File: src/rtl/fixed_point_sqrt_pkg.sv
// Shared definitions for the fixed-point unit: opcodes, square-root FSM
// encodings and helpers that size the iterative root engine.
package fixed_point_sqrt_pkg;

   localparam logic [3:0] FPU_ADD  = 4'd0;
   localparam logic [3:0] FPU_SUB  = 4'd1;
   localparam logic [3:0] FPU_MUL  = 4'd2;
   localparam logic [3:0] FPU_DIV  = 4'd3;
   localparam logic [3:0] FPU_SQRT = 4'd4;

   typedef enum logic [1:0] {
      SQRT_IDLE = 2'b00,
      SQRT_BUSY = 2'b01,
      SQRT_DONE = 2'b10
   } sqrt_state_e;

   // One result bit per iteration; an odd radicand width is padded to even.
   function automatic int sqrt_iter(input int width, input int fbits);
      return (width + fbits + 1) / 2;
   endfunction

   function automatic int sqrt_cnt_w(input int iter);
      return (iter <= 2) ? 1 : $clog2(iter);
   endfunction

endpackage

File: src/rtl/fixed_point_sqrt_step.sv
// One combinational restoring square-root iteration: brings two radicand
// bits into the remainder and decides the next root bit.
module fixed_point_sqrt_step
   import fixed_point_sqrt_pkg::*;
#(
   parameter int ITER  = 21,
   parameter int REM_W = ITER + 2
) (
   input  logic [REM_W-1:0] rem_i,
   input  logic [ITER-1:0]  root_i,
   input  logic [1:0]       top2_i,
   output logic [REM_W-1:0] rem_o,
   output logic [ITER-1:0]  root_o
);

   localparam int DIFF_W = REM_W + 3;

   logic [DIFF_W-1:0]        lhs;
   logic [DIFF_W-1:0]        rhs;
   logic signed [DIFF_W-1:0] diff;
   logic                     neg;
   logic                     unused_bits;

   assign lhs  = DIFF_W'({rem_i, top2_i});
   assign rhs  = DIFF_W'({root_i, 2'b01});
   assign diff = $signed(lhs) - $signed(rhs);
   assign neg  = diff[DIFF_W-1];

   // Restoring branch keeps the shifted remainder; invariant rem <= 2*root
   // guarantees the kept value fits back into REM_W bits.
   assign rem_o  = neg ? lhs[REM_W-1:0] : diff[REM_W-1:0];
   assign root_o = {root_i[ITER-2:0], ~neg};

   assign unused_bits = ^{lhs[DIFF_W-1:REM_W], diff[DIFF_W-2:REM_W], root_i[ITER-1]};

endmodule

File: src/rtl/fixed_point_sqrt.sv
// Iterative unsigned fixed-point square root: floor(sqrt(operand * 2^FBITS)),
// one result bit per clock, result held until the next accepted start.
module fixed_point_sqrt
   import fixed_point_sqrt_pkg::*;
#(
   parameter int WIDTH = 32,
   parameter int FBITS = 10
) (
   input  logic             clk,
   input  logic             reset,
   input  logic             start,
   input  logic [WIDTH-1:0] operand,
   output logic [WIDTH-1:0] root,
   output logic             root_ready,
   output logic             busy,
   output logic             error
);

   localparam int ITER  = sqrt_iter(WIDTH, FBITS);
   localparam int RAD_W = 2 * ITER;
   localparam int REM_W = ITER + 2;
   localparam int CNT_W = sqrt_cnt_w(ITER);

   sqrt_state_e      state_q;
   logic [CNT_W-1:0] cnt_q;
   logic             neg_pend_q;
   logic [WIDTH-1:0] root_q;
   logic             ready_q;
   logic             busy_q;
   logic             error_q;

   logic [RAD_W-1:0] rad_q, rad_d;
   logic [REM_W-1:0] rem_q, rem_d;
   logic [ITER-1:0]  acc_q, acc_d;

   logic [REM_W-1:0] rem_nxt;
   logic [ITER-1:0]  acc_nxt;
   logic             can_accept;
   logic             accept;
   logic             accept_neg;
   logic             iterating;

   assign can_accept = (state_q != SQRT_BUSY) && !neg_pend_q;
   assign accept     = can_accept && start && !operand[WIDTH-1];
   assign accept_neg = can_accept && start &&  operand[WIDTH-1];
   assign iterating  = (state_q == SQRT_BUSY);

   fixed_point_sqrt_step #(
      .ITER  (ITER),
      .REM_W (REM_W)
   ) u_step (
      .rem_i  (rem_q),
      .root_i (acc_q),
      .top2_i (rad_q[RAD_W-1 -: 2]),
      .rem_o  (rem_nxt),
      .root_o (acc_nxt)
   );

   // Datapath: load the shifted radicand on accept, otherwise iterate.
   always_comb begin
      rad_d = rad_q;
      rem_d = rem_q;
      acc_d = acc_q;
      if (accept) begin
         rad_d = RAD_W'(operand) << FBITS;
         rem_d = '0;
         acc_d = '0;
      end else if (iterating) begin
         rad_d = rad_q << 2;
         rem_d = rem_nxt;
         acc_d = acc_nxt;
      end
   end

   always_ff @(posedge clk or posedge reset) begin
      if (reset) begin
         rad_q <= '0;
         rem_q <= '0;
         acc_q <= '0;
      end else begin
         rad_q <= rad_d;
         rem_q <= rem_d;
         acc_q <= acc_d;
      end
   end

   // Control FSM with registered outputs; a negative radicand spends one
   // pending cycle before reporting so busy never rises for it.
   always_ff @(posedge clk or posedge reset) begin
      if (reset) begin
         state_q    <= SQRT_IDLE;
         cnt_q      <= '0;
         neg_pend_q <= 1'b0;
         root_q     <= '0;
         ready_q    <= 1'b0;
         busy_q     <= 1'b0;
         error_q    <= 1'b0;
      end else begin
         case (state_q)
            SQRT_IDLE, SQRT_DONE: begin
               if (neg_pend_q) begin
                  neg_pend_q <= 1'b0;
                  state_q    <= SQRT_DONE;
                  root_q     <= '0;
                  ready_q    <= 1'b1;
                  error_q    <= 1'b1;
               end else if (accept_neg) begin
                  neg_pend_q <= 1'b1;
                  ready_q    <= 1'b0;
                  error_q    <= 1'b0;
               end else if (accept) begin
                  state_q <= SQRT_BUSY;
                  cnt_q   <= CNT_W'(ITER - 1);
                  busy_q  <= 1'b1;
                  ready_q <= 1'b0;
                  error_q <= 1'b0;
               end
            end
            SQRT_BUSY: begin
               if (cnt_q == '0) begin
                  state_q <= SQRT_DONE;
                  busy_q  <= 1'b0;
                  ready_q <= 1'b1;
                  root_q  <= WIDTH'(acc_nxt);
               end else begin
                  cnt_q <= cnt_q - 1'b1;
               end
            end
            default: begin
               state_q <= SQRT_IDLE;
               busy_q  <= 1'b0;
               ready_q <= 1'b0;
            end
         endcase
      end
   end

   assign root       = root_q;
   assign root_ready = ready_q;
   assign busy       = busy_q;
   assign error      = error_q;

endmodule

File: config.mk
export PLATFORM = sky130hd
export DESIGN_NAME = fixed_point_sqrt
export DESIGN_NICKNAME = d
export VERILOG_FILES = /design/src/rtl/fixed_point_sqrt_pkg.sv /design/src/rtl/fixed_point_sqrt_step.sv /design/src/rtl/fixed_point_sqrt.sv
export SDC_FILE = /design/constraint.sdc
export NUM_CORES = 1
export LEC_CHECK = 0
export BUFFER_PORTS_ARGS = -buffer_cell sky130_fd_sc_hd__buf_2
export CAP_MARGIN = 20
export CORE_MARGIN = 4
export CORE_UTILIZATION = 41
export DETAILED_ROUTE_END_ITERATION = 8
export GPL_TIMING_DRIVEN = 0
export PLACE_DENSITY = 0.57
export SYNTH_ARGS = -nofsm -noshare
export SYNTH_HDL_FRONTEND = slang
export SYNTH_SLANG_ARGS = --single-unit
File: constraint.sdc
create_clock -name clk -period 4.68 [get_ports clk]
set_input_delay 1.404 -clock clk [delete_from_list [all_inputs] [get_ports clk]]
set_output_delay 1.404 -clock clk [all_outputs]
set_load 0.005 [all_outputs]
Word-level counts from Yosys, hierarchy flattened

Cells that the tools add are included.

Equality and inequality tests: 12
Muxes and demuxes: 32
$add $sub $neg: 2
Bitwise gates (word level): 1
Reductions and logical operators: 18

Operators by type and width:

| cell                                              | number |
|---|---|
| two-way mux 42 bit                                | 2 |
| two-way mux 23 bit                                | 3 |
| two-way mux 32 bit                                | 2 |
| case mux 32 bit (2 select lines)                  | 1 |
| two-way mux 21 bit                                | 2 |
| subtractor 25 x 23 -> 26 bit                      | 1 |
| two-way mux 5 bit                                 | 4 |
| two-way mux 1 bit                                 | 10 |
| != test 2 bit (second input constant)             | 5 |
| case mux 5 bit (2 select lines)                   | 1 |
| two-way mux 2 bit                                 | 4 |
| != test 3 bit (second input constant)             | 2 |
| AND reduction 3 bit                               | 2 |
| logical NOT 5 bit                                 | 1 |
| AND reduction 5 bit                               | 1 |
| subtractor 5 x 1 -> 5 bit (second input constant) | 1 |
| logical AND 1 bit                                 | 4 |
| != test 2 x 1 -> 1 bit (second input constant)    | 2 |
| != test 4 bit (second input constant)             | 1 |
| case mux 1 bit (2 select lines)                   | 2 |
| case mux 2 bit (2 select lines)                   | 1 |
| AND reduction 2 bit                               | 2 |
| AND reduction 4 bit                               | 1 |
| nonzero test 2 bit                                | 2 |
| 7 further kinds                                   | 8 |

Register bits after elaboration: 129
Logic and storage cells: 75
Output and inout bits: 35

Longest topological paths before layout

Depth in word-level cells: 8
Gate-level depth with buffers: 11
Depth with buffers taken out: 9

By module

Synthesis repeated with hierarchy kept, for this count alone.

Cell total of the unflattened synthesis: 625
Area, all modules: 6341.1 µm²

Modules (own cells, without submodules):

| module                | area each (µm²) | instances | cells an instance |
|---|---|---|---|
| fixed_point_sqrt      | 4453.0          | 1         | 366 |
| fixed_point_sqrt_step | 1888.1          | 1         | 259 |

Worst setup path after synthesis

OpenSTA, ideal clock, no wires.

Path type: input to register
Start: input port start
End: register rad_q[16]
Slack: 2.118 ns
Buffers on the path: 1
Cell stages on the path: 5
Required time: 4.598 ns
Arrival: 2.480 ns
Cell sequence: inv_1 nor3_1 clkbuf_1 nand2_1 a31oi_1

Cells in the longest elaborated chain, start to end: 3
Elaborated cells between the ends (all ways): 4
Those cells by class: 1 x mux; 3 x reduce/logical

RTL lines:

| item                                                     | line                   | source |
|---|---|---|
| start, declared                                          | fixed_point_sqrt.sv:11 | `input logic start,` |
| logical AND 1 bit (*) (2 in series)                      | fixed_point_sqrt.sv:44 | `assign accept = can_accept && start && !operand[WIDTH-1];` |
| two-way mux 42 bit or nonzero test 2 bit (tied branches) | n/a                    |  |
| end signal, assigned                                     | fixed_point_sqrt.sv:81 | `rad_q <= rad_d;` |
| end, declared                                            | fixed_point_sqrt.sv:32 | `logic [RAD_W-1:0] rad_q, rad_d;` |

Mark *: on every way between the ends. The rest lies on a longest branch, timed or not.
A chain may end at the register's enable or synchronous reset.

Worst setup path in the final report

Start: register rem_q[12]
End: register rem_q[12]

Cells in the longest elaborated chain, start to end: 4

RTL lines:

| item                         | line                        | source |
|---|---|---|
| start, declared              | fixed_point_sqrt.sv:33      | `logic [REM_W-1:0] rem_q, rem_d;` |
| start signal, assigned       | fixed_point_sqrt.sv:82      | `rem_q <= rem_d;` |
| subtractor 25 x 23 -> 26 bit | fixed_point_sqrt_step.sv:26 | `assign diff = $signed(lhs) - $signed(rhs);` |
| two-way mux 23 bit           | fixed_point_sqrt_step.sv:31 | `assign rem_o = neg ? lhs[REM_W-1:0] : diff[REM_W-1:0];` |
| two-way mux 23 bit           | fixed_point_sqrt.sv:68      | `end else if (iterating) begin` |
| two-way mux 23 bit           | fixed_point_sqrt.sv:64      | `if (accept) begin` |

No other way between the ends. The select of a mux whose other input is x is not followed.

==> Flow_metrics.wiki <==
{| class="wikitable"
! Metric !! Value
|-
| Placed Cells || ~930
|-
| Result of the run || finished clean
|-
| Hold_ws || 0.474 ns
|-
| Worst Reg2Reg Path Length in Cells || 9
|-
| Register-to-register setup slack || roughly 1.7 ns
|-
| Startpoint of the worst-slack reg-to-reg timing path || rem_q[12]
|-
| Leading cell types in the layout, fill and taps excluded || 115 x sky130_fd_sc_hd__nand2_1, 108 x sky130_fd_sc_hd__dfrtp_1, 71 x sky130_fd_sc_hd__o21ai_0, 61 x sky130_fd_sc_hd__buf_2, 48 x sky130_fd_sc_hd__nand3_1
|-
| Post-detailed-route wirelength per cell || approximately 17 um
|-
| Capture point of the worst reg-to-reg path || rem_q[12]
|-
| Startpoint-to-endpoint class of the critical path || flop to flop
|-
| Clock Pin Slew Worst Setup and Hold Paths || approximately 0.07 ns
|-
| Initial antenna violation count || 0
|-
| Root Driver || sky130_fd_sc_hd__clkbuf_16
|-
| Placed Area || 0.00648 mm^2
|-
| First-pass GRT wire length || roughly 26000 um
|-
| Starting density of the core || 0.422
|-
| Final Hold Fails || 0
|-
| Final Non-Filler Cells || 944
|-
| Critical Path Start Type || flop
|-
| Count of nets left with antenna violations after detail routing || 0
|-
| Number of CTS-inserted buffers || 9
|-
| Most common flop cell mapped by yosys || sky130_fd_sc_hd__dfrtp_1
|-
| Yosys warns || 0
|-
| Via count of the first global-routing pass || roughly 5000
|-
| Final design area excluding fillers || 0.00678 mm^2
|-
| Synthesized flop and latch total || 108
|-
| Max cap viols || 0
|-
| DRC violation count after routing || 0
|-
| Die Span X || between 100 and 150 um
|-
| Layout cells sized above 1 || 0.123
|-
| Post-cts sizing count || 0
|-
| Fmax || about 0.34 GHz
|-
| Count of buffers inserted at the top-level ports || 58
|-
| Time the worst path needs with I/O delays and setup || about 3.0 ns
|-
| Layout Nets || between 800 and 900
|-
| Endpoint arrival time on the critical path || between 3 and 4 ns
|-
| Floorplan core area || 0.0140 mm^2
|-
| DRT Wirelength || around 16000 um
|-
| Clock Skews || slightly below 0.008 ns
|-
| Total of hold buffers inserted after clock tree synthesis || 0
|-
| Routability congestion estimate from global placement || 0.879
|-
| Total setup violations reported at the end of the flow || 0
|-
| Count of flip-flops with a built-in enable after synthesis || 0
|-
| Clock tree from TritonCTS || built
|-
| Vias/cell || 5.43
|-
| Largest driver fanout on the critical path || 10
|-
| Setup repair after global routing missed its margin || no
|-
| N_diodes || 0
|-
| Cell type of the slowest stage on the worst timing path || sky130_fd_sc_hd__dfrtp_1
|-
| Remaining global-route overflow || 0
|-
| Final core utilization || 0.485
|-
| Total via count after detailed routing || approximately 5000
|-
| Most common cell after layout, fill and taps aside || sky130_fd_sc_hd__nand2_1
|-
| Distinct cell type count of the synthesized netlist || 52
|-
| Rows || 43
|-
| Area enclosed by the die boundary || around 0.016 mm^2
|-
| CTS sink count || about 110
|-
| Area of the mapped netlist || just under 0.006 mm^2
|-
| Max clock buf depth || 2
|-
| I/O Pins || 70
|-
| Overall fraction of global-route tracks in use || 0.198
|-
| Sequence of cells on the critical path || ha_1 > a21oi_1 > o21ai_0 > inv_1 > o311ai_4 > o21ai_2 > buf_2 > mux2i_1 > o2bb2ai_1
|-
| Transition time at the pin with the least slew margin || roughly 0.78 ns
|-
| Iteration-0 DRC Markers || ~310
|-
| Crit share post-route || 0.634
|-
| Share of synthesized area occupied by flip-flops and latches || 0.458
|-
| Category of the worst setup path capture point || flop
|-
| Metal2 WL || 7370 um
|-
| Die Span Y || 128 um
|-
| Post-CTS setup buffer count || 0
|-
| Total number of H-tree levels || 3
|-
| Data required time of the worst path || 4.91 ns
|-
| Minimum setup slack in the final design || ~1.7 ns
|-
| Start point of the critical path || rem_q[12]
|-
| Fraction of registers with async set/reset || 1.00
|-
| Synth-to-layout area growth || 14.9%
|-
| Clock insertion delay at the later pin of the skew report || between 0.3 and 0.4 ns
|-
| Drt first pass iters || 8
|-
| Largest voltage drop on the vdd net || around 0.31 mV
|-
| Worst min path class || flop to flop
|-
| Stage delay of the slowest cell on the critical path || around 0.43 ns
|-
| Total routed wire length on the met1 layer || approximately 7300 um
|-
| Total power density per cell area || slightly below 800 mW/mm^2
|-
| Worst slack after detailed placement || roughly 1.6 ns
|-
| Post-synthesis instance total || ~680
|-
| Slew Viols, Final || 0
|-
| Post-DP HPWL || between 10000 and 15000 um
|-
| Leakage power summed over all cells || between 0.003 and 0.004 uW
|-
| Worst setup path endpoint || rem_q[12]
|-
| Mean area per synthesized cell || 8.68 um^2
|-
| Met3 wire length || 786 um
|-
| Rel. slew slack || 0.479
|-
| Highest metal layer with signal wires || met4
|-
| Maximum number of pins on one net before global-route repair || 61
|}
## registers in the layout (all words and copies together) (netlist names)
name,cells
rad_q,32
rem_q,23
acc_q,21
neg_pend_q,1
cnt_q,5
state_q,2
busy,1
root,21
error,1
root_ready,1
## worst min-delay path by stage
stage,startpoint,cells after the start,end
floorplan,rad_q[39],2,rad_q[41]
global placement,root[7],2,root[7]
detailed placement,root[13],2,root[13]
CTS,root[3],2,root[3]
global route,root[3],2,root[3]
finish,root[6],2,root[6]
## layout make-up
cell class,instances,area (um^2)
Clock buffer,11,243
Sequential cell,108,2700
Inverter,32,123
Buffer,52,243
Clock inverter,4,50.0
Tap cell,180,225
Timing Repair Buffer,60,323
Multi-Input combinational cell,497,2870
Fill cell,1402,7210
## per-layer routing
layer	vias to the layer above	global-route usage
li1	2517	-
met1	2457	0.265
met2	135	0.325
met3	18	0.0442
met4	0	0.0562
met5	-	0
## through the flow
stage | setup TNS, ns | total power [uW]
finish | 0 | 5240
global route | 0 | 5670
CTS | 0 | 5250
detailed placement | 0 | 4460
global placement | -99.43 | 4400
floorplan | 0 | 3670
## cell usage after synthesis (2+ instances only)
cell	instances	area share
sky130_fd_sc_hd__nand2_1	115	0.073
sky130_fd_sc_hd__dfrtp_1	108	0.46
sky130_fd_sc_hd__o21ai_0	71	0.060
sky130_fd_sc_hd__nand3_1	48	0.041
sky130_fd_sc_hd__nor2_1	42	0.027
sky130_fd_sc_hd__a31oi_1	35	0.037
sky130_fd_sc_hd__clkbuf_1	35	0.022
sky130_fd_sc_hd__inv_1	32	0.020
sky130_fd_sc_hd__a21oi_1	30	0.025
sky130_fd_sc_hd__ha_1	24	0.051
sky130_fd_sc_hd__mux2i_1	13	0.022
sky130_fd_sc_hd__xor2_1	13	0.019
sky130_fd_sc_hd__buf_4	12	0.015
sky130_fd_sc_hd__xnor2_1	9	0.013
sky130_fd_sc_hd__o31ai_1	8	0.010
sky130_fd_sc_hd__nand2b_1	7	0.0074
sky130_fd_sc_hd__nand4_1	6	0.0064
sky130_fd_sc_hd__nor3_1	6	0.0051
sky130_fd_sc_hd__o211ai_1	5	0.0064
sky130_fd_sc_hd__o21a_1	5	0.0064
sky130_fd_sc_hd__o21ai_1	4	0.0034
sky130_fd_sc_hd__a21o_1	3	0.0038
sky130_fd_sc_hd__and3_1	3	0.0032
sky130_fd_sc_hd__buf_1	3	0.0019
sky130_fd_sc_hd__nor2b_1	3	0.0032
sky130_fd_sc_hd__or3_1	3	0.0032
sky130_fd_sc_hd__or4_1	3	0.0038
sky130_fd_sc_hd__a32oi_1	2	0.0030
sky130_fd_sc_hd__a41oi_1	2	0.0030
sky130_fd_sc_hd__and2_1	2	0.0021
sky130_fd_sc_hd__buf_2	2	0.0017
sky130_fd_sc_hd__nor3b_1	2	0.0025
sky130_fd_sc_hd__o2111ai_1	2	0.0030
sky130_fd_sc_hd__o21ai_2	2	0.0030
sky130_fd_sc_hd__o311ai_1	2	0.0030
## kinds of logic (layout without fill, tap and decap cells)
group	Yosys count	in the layout	share of synthesized area
flops	108	108	0.458
simple gates	245	245	0.184
mux	13	13	0.0221
other cells	1	11	0.000636
buf+inv	84	159	0.0615
xor+xnor	22	22	0.0327
compound gates	182	182	0.189
fa+ha+maj	24	24	0.0509
## worst max-delay path, delay by kind of cell, from the launching register on
kind	cells	cell delay (ns)
AO/OA/AOI/OAI	5	1.24
adder cells (fa/ha/maj)	1	0.41
buffers and inverters	2	0.49
flip-flops	1	0.43
multiplexers	1	0.27
## report_power, final
group          leakage (uW)  total [uW]  switching, uW  internal (uW)
registers           0.00138        1470            216           1250
clock network      0.000138         776            350            426
logic               0.00156        2990           1860           1140
Power figures use the tool's default switching activity.
